File: src/rtl/uart_tx_arbiter_if.sv
// Bundle between two UART requesters, the arbiter and the UART transmitter.
// Handshake: reqN is a level request held until doneN is seen; grantN marks
// ownership of the transmitter; tx_start is a one-cycle launch pulse and
// tx_active is high while the transmitter is sending.
interface uart_tx_arbiter_if;
  logic        req0;
  logic        req1;
  logic [63:0] data0;
  logic [63:0] data1;
  logic        grant0;
  logic        grant1;
  logic        done0;
  logic        done1;
  logic        timeout_err;
  logic [63:0] tx_array;
  logic        tx_start;
  logic        tx_active;

  modport master (
    output req0, req1, data0, data1, tx_active,
    input  grant0, grant1, done0, done1, timeout_err, tx_array, tx_start
  );

  modport slave (
    input  req0, req1, data0, data1, tx_active,
    output grant0, grant1, done0, done1, timeout_err, tx_array, tx_start
  );
endinterface

File: src/rtl/uart_tx_arbiter.sv
// Round-robin arbiter granting one of two requesters an 8-byte UART transfer.
// Optional watchdog on the transmitter handshake: define UART_TX_ARB_TIMEOUT_EN.
// state_o exposes the FSM state for debug.
module uart_tx_arbiter #(
  parameter int ACT_TIMEOUT  = 16,
  parameter int BUSY_TIMEOUT = 69504
) (
  input  logic               clk,
  input  logic               rst_n,
  uart_tx_arbiter_if.slave   bus,
  output logic [2:0]         state_o
);

  typedef enum logic [2:0] {
    IDLE     = 3'd0,
    LAUNCH   = 3'd1,
    WAIT_ACT = 3'd2,
    BUSY     = 3'd3,
    DONE     = 3'd4
  } state_t;

  state_t      state_q, state_d;
  logic [1:0]  rst_sync_q;
  logic        run_ok;
  logic        pick;
  logic        finish;
  logic        winner_q, winner_d;   // 0: requester 0, 1: requester 1
  logic        last_q, last_d;       // requester served most recently
  logic        grant0_q, grant0_d;
  logic        grant1_q, grant1_d;
  logic        done0_q, done0_d;
  logic        done1_q, done1_d;
  logic        tx_start_q, tx_start_d;
  logic [63:0] tx_array_q, tx_array_d;
  logic        act_expire;
  logic        busy_expire;

  // Reset release is synchronised so requests are only sampled once it settles.
  always_ff @(posedge clk or negedge rst_n) begin
    if (!rst_n) rst_sync_q <= 2'b00;
    else        rst_sync_q <= {rst_sync_q[0], 1'b1};
  end

  assign run_ok = rst_sync_q[1];

  // With both requesting the one not served last wins; otherwise the single requester.
  assign pick = (bus.req0 && bus.req1) ? ~last_q : bus.req1;

  // FSM and output registers.
  always_ff @(posedge clk or negedge rst_n) begin
    if (!rst_n) begin
      state_q    <= IDLE;
      winner_q   <= 1'b0;
      last_q     <= 1'b1;
      grant0_q   <= 1'b0;
      grant1_q   <= 1'b0;
      done0_q    <= 1'b0;
      done1_q    <= 1'b0;
      tx_start_q <= 1'b0;
      tx_array_q <= '0;
    end else begin
      state_q    <= state_d;
      winner_q   <= winner_d;
      last_q     <= last_d;
      grant0_q   <= grant0_d;
      grant1_q   <= grant1_d;
      done0_q    <= done0_d;
      done1_q    <= done1_d;
      tx_start_q <= tx_start_d;
      tx_array_q <= tx_array_d;
    end
  end

  // Next-state and registered-output logic.
  always_comb begin
    state_d    = state_q;
    winner_d   = winner_q;
    last_d     = last_q;
    grant0_d   = grant0_q;
    grant1_d   = grant1_q;
    done0_d    = 1'b0;
    done1_d    = 1'b0;
    tx_start_d = 1'b0;
    tx_array_d = tx_array_q;
    finish     = 1'b0;
    unique case (state_q)
      IDLE: begin
        if (run_ok && (bus.req0 || bus.req1)) begin
          winner_d   = pick;
          tx_array_d = pick ? bus.data1 : bus.data0;
          grant0_d   = ~pick;
          grant1_d   = pick;
          state_d    = LAUNCH;
        end
      end
      // First LAUNCH cycle arms the pulse, second cycle carries it.
      LAUNCH: begin
        if (!tx_start_q) tx_start_d = 1'b1;
        else             state_d    = WAIT_ACT;
      end
      WAIT_ACT: begin
        if (bus.tx_active) state_d = BUSY;
        else if (act_expire) finish = 1'b1;
      end
      BUSY: begin
        if (!bus.tx_active || busy_expire) finish = 1'b1;
      end
      DONE: begin
        last_d  = winner_q;
        state_d = IDLE;
      end
      default: state_d = IDLE;
    endcase
    if (finish) begin
      state_d  = DONE;
      done0_d  = ~winner_q;
      done1_d  = winner_q;
      grant0_d = 1'b0;
      grant1_d = 1'b0;
    end
  end

`ifdef UART_TX_ARB_TIMEOUT_EN
  localparam int CNT_MAX = (ACT_TIMEOUT > BUSY_TIMEOUT) ? ACT_TIMEOUT : BUSY_TIMEOUT;
  localparam int CNT_W   = $clog2(CNT_MAX + 1);

  logic [CNT_W-1:0] cnt_q, cnt_d;
  logic             tout_q, tout_d;

  // The tx_start cycle counts toward the activity window, so the done pulse
  // lands ACT_TIMEOUT cycles after tx_start.
  assign act_expire  = (cnt_q == CNT_W'(ACT_TIMEOUT - 2));
  assign busy_expire = (cnt_q == CNT_W'(BUSY_TIMEOUT - 1));

  // Per-state cycle counter, cleared whenever a state is entered.
  always_comb begin
    cnt_d = cnt_q + 1'b1;
    if (state_d != state_q || state_q == IDLE) cnt_d = '0;
    tout_d = (state_q == WAIT_ACT && !bus.tx_active && act_expire) ||
             (state_q == BUSY && bus.tx_active && busy_expire);
  end

  // Watchdog registers.
  always_ff @(posedge clk or negedge rst_n) begin
    if (!rst_n) begin
      cnt_q  <= '0;
      tout_q <= 1'b0;
    end else begin
      cnt_q  <= cnt_d;
      tout_q <= tout_d;
    end
  end

  assign bus.timeout_err = tout_q;
`else
  assign act_expire      = 1'b0;
  assign busy_expire     = 1'b0;
  assign bus.timeout_err = 1'b0;
`endif

  assign bus.grant0   = grant0_q;
  assign bus.grant1   = grant1_q;
  assign bus.done0    = done0_q;
  assign bus.done1    = done1_q;
  assign bus.tx_start = tx_start_q;
  assign bus.tx_array = tx_array_q;
  assign state_o      = state_q;

endmodule

File: src/flat_wrapper.sv
// flat-port wrapper written by rule: the top's interface ports become plain ports
module uart_tx_arbiter_flat 
#(
  parameter int ACT_TIMEOUT  = 16,
  parameter int BUSY_TIMEOUT = 69504
)
  (clk, rst_n, state_o, bus_req0, bus_req1, bus_data0, bus_data1, bus_tx_active, bus_grant0, bus_grant1, bus_done0, bus_done1, bus_timeout_err, bus_tx_array, bus_tx_start);
  uart_tx_arbiter_if bus_i ();
  input  logic clk;
  input  logic rst_n;
  output logic [2:0] state_o;
  input wire logic [$bits(bus_i.req0)-1:0] bus_req0;
  input wire logic [$bits(bus_i.req1)-1:0] bus_req1;
  input wire logic [$bits(bus_i.data0)-1:0] bus_data0;
  input wire logic [$bits(bus_i.data1)-1:0] bus_data1;
  input wire logic [$bits(bus_i.tx_active)-1:0] bus_tx_active;
  output wire logic [$bits(bus_i.grant0)-1:0] bus_grant0;
  output wire logic [$bits(bus_i.grant1)-1:0] bus_grant1;
  output wire logic [$bits(bus_i.done0)-1:0] bus_done0;
  output wire logic [$bits(bus_i.done1)-1:0] bus_done1;
  output wire logic [$bits(bus_i.timeout_err)-1:0] bus_timeout_err;
  output wire logic [$bits(bus_i.tx_array)-1:0] bus_tx_array;
  output wire logic [$bits(bus_i.tx_start)-1:0] bus_tx_start;
  assign bus_i.req0 = bus_req0;
  assign bus_i.req1 = bus_req1;
  assign bus_i.data0 = bus_data0;
  assign bus_i.data1 = bus_data1;
  assign bus_i.tx_active = bus_tx_active;
  assign bus_grant0 = bus_i.grant0;
  assign bus_grant1 = bus_i.grant1;
  assign bus_done0 = bus_i.done0;
  assign bus_done1 = bus_i.done1;
  assign bus_timeout_err = bus_i.timeout_err;
  assign bus_tx_array = bus_i.tx_array;
  assign bus_tx_start = bus_i.tx_start;
  uart_tx_arbiter #(.ACT_TIMEOUT(ACT_TIMEOUT), .BUSY_TIMEOUT(BUSY_TIMEOUT)) u_core (.clk(clk), .rst_n(rst_n), .bus(bus_i), .state_o(state_o));
endmodule
File: config.mk
export PLATFORM = sky130hd
export DESIGN_NAME = uart_tx_arbiter_flat
export DESIGN_NICKNAME = d
export VERILOG_FILES = /design/src/rtl/uart_tx_arbiter_if.sv /design/src/rtl/uart_tx_arbiter.sv /design/src/flat_wrapper.sv
export SDC_FILE = /design/constraint.sdc
export NUM_CORES = 1
export LEC_CHECK = 0
export CAP_MARGIN = 20
export CELL_PAD_IN_SITES_DETAIL_PLACEMENT = 0
export CELL_PAD_IN_SITES_GLOBAL_PLACEMENT = 1
export CORE_MARGIN = 3
export CORE_UTILIZATION = 34
export DETAILED_ROUTE_END_ITERATION = 8
export PLACE_DENSITY_LB_ADDON = 0.15
export SYNTH_ARGS = -nofsm -noshare
export SYNTH_HDL_FRONTEND = slang
export SYNTH_SLANG_ARGS = --single-unit
File: constraint.sdc
create_clock -name clk -period 3.99 [get_ports clk]
set_input_delay 0.798 -clock clk [delete_from_list [all_inputs] [get_ports clk]]
set_output_delay 0.798 -clock clk [all_outputs]
set_load 0.005 [all_outputs]
# After elaboration in Yosys (flattened, before gate mapping)

Cells that the tools add are included.

Eq/ne operators: 8
Mux-type cells: 19
Bitwise gates (word level): 3
Reductions and logical operators: 9

Operator list:

| cell                                                  | number |
|---|---|
| two-way mux 64 bit                                    | 1 |
| two-way mux 1 bit                                     | 13 |
| two-way mux 3 bit                                     | 4 |
| one-hot mux 3 bit (4 select lines)                    | 1 |
| == test 3 x 2 -> 1 bit, second input constant         | 2 |
| inequality test 3 x 1 -> 1 bit, second input constant | 2 |
| AND reduction 2 bit                                   | 2 |
| AND reduction 4 bit                                   | 1 |
| nonzero test 2 bit                                    | 2 |
| == test 3 x 1 -> 1 bit, second input constant         | 1 |
| == test 3 bit, second input constant                  | 1 |
| logical NOT 3 bit                                     | 1 |
| inequality test 3 x 2 -> 1 bit, second input constant | 1 |
| NOT 1 bit                                             | 3 |
| logical AND 1 bit                                     | 2 |
| inequality test 2 x 1 -> 1 bit, second input constant | 1 |
| logical OR 1 bit                                      | 1 |

Register bits after elaboration: 76
Bits of input ports: 133
Output and inout bits: 73
Word-level logic and storage cells: 49

# Longest topological paths before layout

Gate-level depths: netlist (run 1).

Depth after elaboration: 6
Mapped depth: 5
Gate-level depth less buffers: 4

# Worst setup path after synthesis (run 1)

Ideal clock, no wire load.

Path kind: input to register
Start point: input port bus_req1
End point: register u_core.tx_array_q[0], in the netlist u_core.bus.tx_array[0]
Setup time: 0.125 ns
Arrival time: 1.812 ns
Required time: 3.865 ns
Setup slack: 2.053 ns
Cell stages on the path: 5
Buffers on the path: 2
Cell sequence: a21boi_4 > buf_12 > buf_12 > mux2_4 > mux2_4

Longest elaborated chain between the ends: 3
Elaborated cells on any way between the ends: 6
Those cells by class: mux (2); reduce/logical (4)

Ends and longest elaborated chain:

| element                                                   | line                                         | text |
|---|---|---|
| start: declaration                                        | flat_wrapper.sv:13                           | `input wire logic [$bits(bus_i.req1)-1:0] bus_req1;` |
| logical AND 1 bit or logical OR 1 bit (tied branches)     | uart_tx_arbiter.sv:47, uart_tx_arbiter.sv:88 |  |
| two-way mux 1 bit or logical AND 1 bit (tied branches)    | uart_tx_arbiter.sv:47, uart_tx_arbiter.sv:88 |  |
| two-way mux 64 bit or AND reduction 2 bit (tied branches) | -                                            |  |
| end signal: assignment                                    | uart_tx_arbiter.sv:70                        | `tx_array_q <= tx_array_d;` |
| end: declaration                                          | uart_tx_arbiter.sv:34                        | `logic [63:0] tx_array_q, tx_array_d;` |

Several ways; a longest one is shown, not always the timed one.
A chain may end at the register's enable or synchronous reset.

# Final worst setup path (run 1)

Start point: input port bus_req0
End point: register u_core.tx_array_q[49], in the netlist u_core.bus.tx_array[49]

Longest elaborated chain between the ends: 3
Elaborated cells on any way between the ends: 6
Those cells by class: mux (2); reduce/logical (4)

Ends and longest elaborated chain:

| element                                                   | line                                         | text |
|---|---|---|
| start: declaration                                        | flat_wrapper.sv:12                           | `input wire logic [$bits(bus_i.req0)-1:0] bus_req0;` |
| logical AND 1 bit or logical OR 1 bit (tied branches)     | uart_tx_arbiter.sv:47, uart_tx_arbiter.sv:88 |  |
| two-way mux 1 bit or logical AND 1 bit (tied branches)    | uart_tx_arbiter.sv:47, uart_tx_arbiter.sv:88 |  |
| two-way mux 64 bit or AND reduction 2 bit (tied branches) | -                                            |  |

Several ways; a longest one is shown, not always the timed one.

==> run_results.csv, run 1 <==
group,metric,value,unit
synth,ys_warn_count,0,
finish,layout.nets,584,
die,die-area,0.01350,mm2
place,finalWeightedCongestion,0.7581,
timing,max_freq,398.6,MHz
timing,drv_slew,0,
die,ios,206,
drt,wire_per_inst,16.25,um
min_path,hold_start,"u_core.rst_sync_q[0]",
critical_path,reg2reg_to,"u_core.bus.tx_array[49]",
place,dpl_cell_area,0.006151,mm2
timing,period_needed,2.509,ns
global_routing,grt_overflow_total,0,
clock_network,cts_buffer_depth,2,
timing,min_period_over_period,62.87,%
timing,timing.setup.tns,0,ns
drt,viasPerCell,4.575,
finish,regArea,0.001903,mm2
drt,first_pass_iters,4,
synth,synth_top_area_share,45.47,%
clock_network,root_buffer,"clkbuf_16",
pwr,power.leakage,2.795,nW
timing,setup_viol,0,
synth,avgSynthCellArea,16.71,um2
place,pre_cts_ws,1.134,ns
clock_network,cts_resized,0,
critical_path,critPathMaxFanout,34,
min_path,holdPathEnd,"u_core.rst_sync_q[1]",
timing,setup_slack,1.481,ns
critical_path,critPathLaunch,"bus_req0",
clock_network,ctsHoldBuffers,0,
finish,final_cell_area,0.006429,mm2
drt,routed_wl,9717,um
die,fp.dieW,116.2,um
job,cap_violations,0,
critical_path,cp-end-kind,"flip-flop",
synth,synth.distinct_cells,25,
min_path,holdPathStages,0,
synth,synthCells,247,
min_path,hold_class,"reg -> reg",
clock_network,cts_buffers,9,
critical_path,r2r_cells,4,
drt,postRouteAntennaNets,0,
place,dpl.hpwl,7450,um
timing,rsz0062_at_grt,"false",
critical_path,required,4.19,ns
timing,finalClockSkew,0.005931,ns
timing,worstMarginPinSlew,0.9391,ns
pwr,power.density,628.6,mW/mm2
finish,fillerInstances,990,
clock_network,cts_tree,"yes",
die,die_h,116.2,um
finish,antenna_cells,0,
drt,drt_iter0_markers,78,
clock_network,htree_levels,3,
clock_network,cts_setup_buffers,0,
clock_network,clkTransAtPathRegs,0.06,ns
die,core_area,0.01166,mm2
finish,multiInputGateArea,0.001972,mm2
critical_path,r2r_slack,1.90,ns
pwr,peakVddDrop,463.7,uV
timing,slew_headroom,37.39,%
synth,netlist_area,0.004128,mm2
finish,area_growth,55.74,%
critical_path,critPathArrivalTime,2.71,ns
critical_path,r2r-start,"u_core.state_o[0]",
global_routing,grt_max_degree,77,
critical_path,critPathKind,"in -> reg",
synth,yosys.area.top_type,"dfrtp_1",
finish,final_core_util,55.12,%
finish,final_layout_size_suffix_gt1_share,33.85,%
drt,drc,0,
drt,vias,2736,
global_routing,antenna_found_initial,0,
status,status,"completed",
synth,syn_nets,380,
synth,ys_seq_area_share,46.10,%
die,num_rows,39,
global_routing,track_usage,14.05,%
place,port_buffers,204,
timing,timing.final.hold_violations,0,
critical_path,cp-start-kind,"primary input",
global_routing,grt_pass1_vias,2780,
global_routing,grt_pass1_wl,14570,um
clock_network,cts.sinks,76,
die,start_util,35.39,%
synth,synth_area_leaders,"dfrtp_1 45%, mux2_4 36%, mux2_2 8.5%, buf_12 4.4%, buf_8 0.73%",
clock_network,clk_latency,0.32,ns
synth,ys_ff_latch,76,
-- worst max-delay path by stage --
| stage | slack (ns) | cells past startpoint | endpoint |
|---|---|---|---|
| 2_1_floorplan | 2.05 | 5 | u_core.bus.tx_array[0] |
| 3_3_place_gp | 1.17 | 5 | u_core.bus.tx_array[18] |
| 3_5_place_dp | 1.13 | 5 | u_core.bus.tx_array[48] |
| 4_1_cts | 1.48 | 5 | u_core.bus.tx_array[45] |
| 5_1_grt | 1.38 | 5 | u_core.bus.tx_array[40] |
| 6_report | 1.48 | 5 | u_core.bus.tx_array[49] |
-- critical path, cell delays in order --
cell and delay, ns:
clkdlybuf4s50_1 0.53, o21a_1 0.19, and2_4 0.53, buf_4 0.33, mux2_4 0.32
-- through the flow --
stage | std cells | hold WS (ns) | power [mW]
6_report | 598 | 0.3474 | 4.041
5_1_grt | 598 | 0.3744 | 4.283
4_1_cts | 598 | 0.3483 | 4.109
3_5_place_dp | 583 | 0.3450 | 3.327
3_3_place_gp | 583 | 0.3406 | 3.307
2_1_floorplan | 247 | 0.3312 | 2.356
-- report_power, final --
| group | internal [mW] | switching (mW) | total, mW |
|---|---|---|---|
| clock network | 0.449 | 0.301 | 0.750 |
| logic | 1.37 | 0.545 | 1.92 |
| registers | 1.15 | 0.223 | 1.37 |
| total | 2.97 | 1.07 | 4.04 |
-- area by class of cell --
cell class / count / area share [%]
clock inverters: 4 / 0.3893
inverters: 4 / 0.2336
well taps: 143 / 2.783
multi-input cells: 152 / 30.67
repair buffers: 208 / 32.39
flip-flops and latches: 76 / 29.60
clock buffers: 11 / 3.931
-- cell usage after synthesis, drive strengths merged --
cell type  count
o211a          1
dfstp          1
dfrtp         75
nor3           1
mux2         129
nand3          3
o21a           1
a21oi          2
o21ai          3
conb           2
nand3b         1
buf           15
nor4           1
a21bo          1
and2           1
nor2           2
nand2          1
inv            4
a21boi         1
nor2b          1
a211oi         1
-- layer usage --
layer / up-vias / wire length, um / global-route usage, %
li1: 1289 / - / -
met1: 1337 / 3909 / 16.91
met2: 103 / 4921 / 23.97
met3: 7 / 782 / 4.560
met4: 0 / 104 / 4.408
met5: - / 0 / 0
-- placed cells by master (no fill, tap or decap), drive strengths merged, types with 3 or more instances in the layout --
master and instances:
buf 5, clkbuf 11, clkdlybuf4s50 203, dfrtp 75
inv 4, mux2 129, nand3 3, o21ai 3
-- state kept, by name, summed over array words and instances, names as in the netlist --
register and count:
u_core.bus.grant0 1, u_core.rst_sync_q 2, u_core.bus.grant1 1, u_core.bus.tx_start 1
u_core.state_o 3, u_core.bus.tx_array 64, u_core.winner_q 1, u_core.bus.done1 1
u_core.bus.done0 1, u_core.last_q 1
-- logic make-up (layout without fill, tap and decap cells) --
family	after synthesis	in the layout	share of synthesized area (%)
AO/OA/AOI/OAI	10	10	1.910
buffers and inverters	19	227	6.123
flip-flops	76	76	46.10
multiplexers	129	129	44.10
other	2	2	0.1819
AND/OR/NAND/NOR	11	11	1.576
Power figures use the tool's default switching activity.
==> inputs of run 2 (changes only) <==
--- a/config.mk
+++ b/config.mk
@@ -9,7 +9,7 @@
 export CELL_PAD_IN_SITES_DETAIL_PLACEMENT = 0
 export CELL_PAD_IN_SITES_GLOBAL_PLACEMENT = 1
 export CORE_MARGIN = 3
-export CORE_UTILIZATION = 34
+export CORE_UTILIZATION = 32
 export DETAILED_ROUTE_END_ITERATION = 8
 export PLACE_DENSITY_LB_ADDON = 0.15
 export SYNTH_ARGS = -nofsm -noshare
==> constraint.sdc (replaced) <==
create_clock -name clk -period 2.6 [get_ports clk]
set_input_delay 0.52 -clock clk [delete_from_list [all_inputs] [get_ports clk]]
set_output_delay 0.52 -clock clk [all_outputs]
set_load 0.005 [all_outputs]
==> run 2 against run 1 <==
Net effect: core utilization down 2.2 points; global-route usage increased by 0.32 points; sequential power is 53% higher; clock power rose by 53%; highest routed layer unchanged; first-iteration DRC count up 24%; worst setup slack lost 0.86 ns; critical path depth stayed put; clock skew is 0.0019 ns higher.
==> run_results.csv, run 2 (synthesis gave the netlist of run 1 again) <==
group,metric,value,unit
status,status,"completed",
place,port_buffers,204,
timing,rsz0062_at_grt,"false",
global_routing,antenna_found_initial,0,
critical_path,cp-start-kind,"primary input",
die,die-area,0.01430,mm2
timing,min_period_over_period,75.97,%
global_routing,track_usage,14.37,%
finish,largest_reg_flops,64,
global_routing,grt_overflow_total,0,
die,fp.dieW,119.6,um
clock_network,ctsHoldBuffers,0,
drt,viasPerCell,4.351,
critical_path,required,2.81,ns
clock_network,cts_buffers,9,
pwr,peakVddDrop,557.4,uV
finish,area_growth,57.93,%
critical_path,critPathArrivalTime,2.19,ns
critical_path,r2r-start,"u_core.state_o[0]",
critical_path,r2r_cells,4,
finish,regArea,0.001903,mm2
place,dpl.hpwl,7720,um
die,ios,206,
global_routing,grt_pass1_wl,16110,um
drt,routed_wl,10180,um
critical_path,slowest_delay,0.48,ns
clock_network,cts_resized,0,
finish,final_layout_size_suffix_gt1_share,33.84,%
clock_network,htree_levels,3,
finish,mostFrequentLayoutCells,"203 x clkdlybuf4s50_1, 98 x mux2_4, 75 x dfrtp_1",
global_routing,grt_max_degree,41,
place,finalWeightedCongestion,0.7122,
clock_network,root_buffer,"clkbuf_16",
drt,drc,0,
clock_network,clkTransAtPathRegs,0.06,ns
min_path,hold_class,"in -> async",
clock_network,cts_buffer_depth,2,
drt,vias,2724,
pwr,power.density,955.1,mW/mm2
critical_path,critPathMaxFanout,35,
drt,drt_iter0_markers,97,
clock_network,clk_latency,0.33,ns
drt,postRouteAntennaNets,0,
critical_path,reg2reg_to,"u_core.bus.tx_array[17]",
critical_path,critPathMostFrequentCell,"mux2_2",
clock_network,cts.sinks,76,
critical_path,slowest_stage,"clkdlybuf4s50_1",
die,core_area,0.01231,mm2
finish,antenna_cells,0,
drt,wire_per_inst,16.25,um
critical_path,r2r_slack,0.85,ns
die,num_rows,40,
critical_path,critPathKind,"in -> reg",
finish,fillerInstances,1105,
timing,max_freq,506.3,MHz
global_routing,grt_pass1_vias,3017,
die,start_util,33.53,%
timing,timing.setup.tns,0,ns
clock_network,cts_setup_buffers,0,
job,cap_violations,0,
timing,period_needed,1.975,ns
drt,first_pass_iters,4,
critical_path,path_cells,"clkdlybuf4s50_1 > a21boi_4 > buf_12 > mux2_2 > mux2_2",
finish,multiInputGateArea,0.001972,mm2
pwr,power.leakage,2.817,nW
finish,layout.nets,586,
die,die_h,119.6,um
clock_network,cts_tree,"yes",
timing,timing.hold.ws,0.1524,ns
timing,drv_slew,0,
critical_path,cp-end-kind,"flip-flop",
timing,timing.final.hold_violations,0,
timing,setup_viol,0,
timing,finalClockSkew,0.007847,ns
finish,final_common_cell,"clkdlybuf4s50_1",
==> run 2: layout make-up <==
| cell class | count | area share (%) |
|---|---|---|
| Timing Repair Buffer | 210 | 32.94 |
| Sequential cell | 76 | 29.19 |
| Multi-Input combinational cell | 152 | 30.25 |
| Clock buffer | 12 | 3.781 |
| Inverter | 4 | 0.2303 |
| Clock inverter | 4 | 0.3839 |
| Tap cell | 168 | 3.225 |
==> run 2: worst max-delay path by stage <==
stage,slack [ns],startpoint,end,depth (start not counted)
floorplan,0.94,bus_req1,u_core.bus.tx_array[0],5
global placement,0.29,bus_req1,u_core.bus.tx_array[28],5
detailed placement,0.27,bus_req1,u_core.bus.tx_array[28],5
CTS,0.63,bus_req1,u_core.bus.tx_array[28],5
global route,0.58,bus_req1,u_core.bus.tx_array[19],5
finish,0.62,bus_req1,u_core.bus.tx_array[19],5
==> run 2: through the flow <==
step / instance area [um2] / util (%) / total power [mW] / std cells / setup WS [ns]
after floorplan: 4128 / - / 3.615 / 247 / 0.9412
after global placement: 6247 / 50.74 / 5.118 / 610 / 0.2904
after detailed placement: 6247 / 50.74 / 5.147 / 610 / 0.2724
after CTS: 6519 / 52.95 / 6.343 / 626 / 0.6287
after global routing: 6519 / 52.95 / 6.609 / 626 / 0.5807
final: 6519 / 52.95 / 6.226 / 626 / 0.6249
==> run 2: metal layers <==
metal	global-route usage [%]	wire length, um
met5	0	0
met3	5.372	874
met1	16.65	4031
met2	24.68	5119
met4	4.510	150
==> run 2: where the power goes <==
group          switching, mW  total (mW)  internal (mW)
sequential             0.328        2.09           1.76
combinational          0.850        2.99           2.13
clock                  0.479        1.15          0.670
==> run 2: worst max-delay path, delay by kind of cell <==
kind                   cells  cell delay, ns
AOI/OAI and AO/OA          1            0.25
buffers and inverters      2            0.76
muxes                      2            0.62
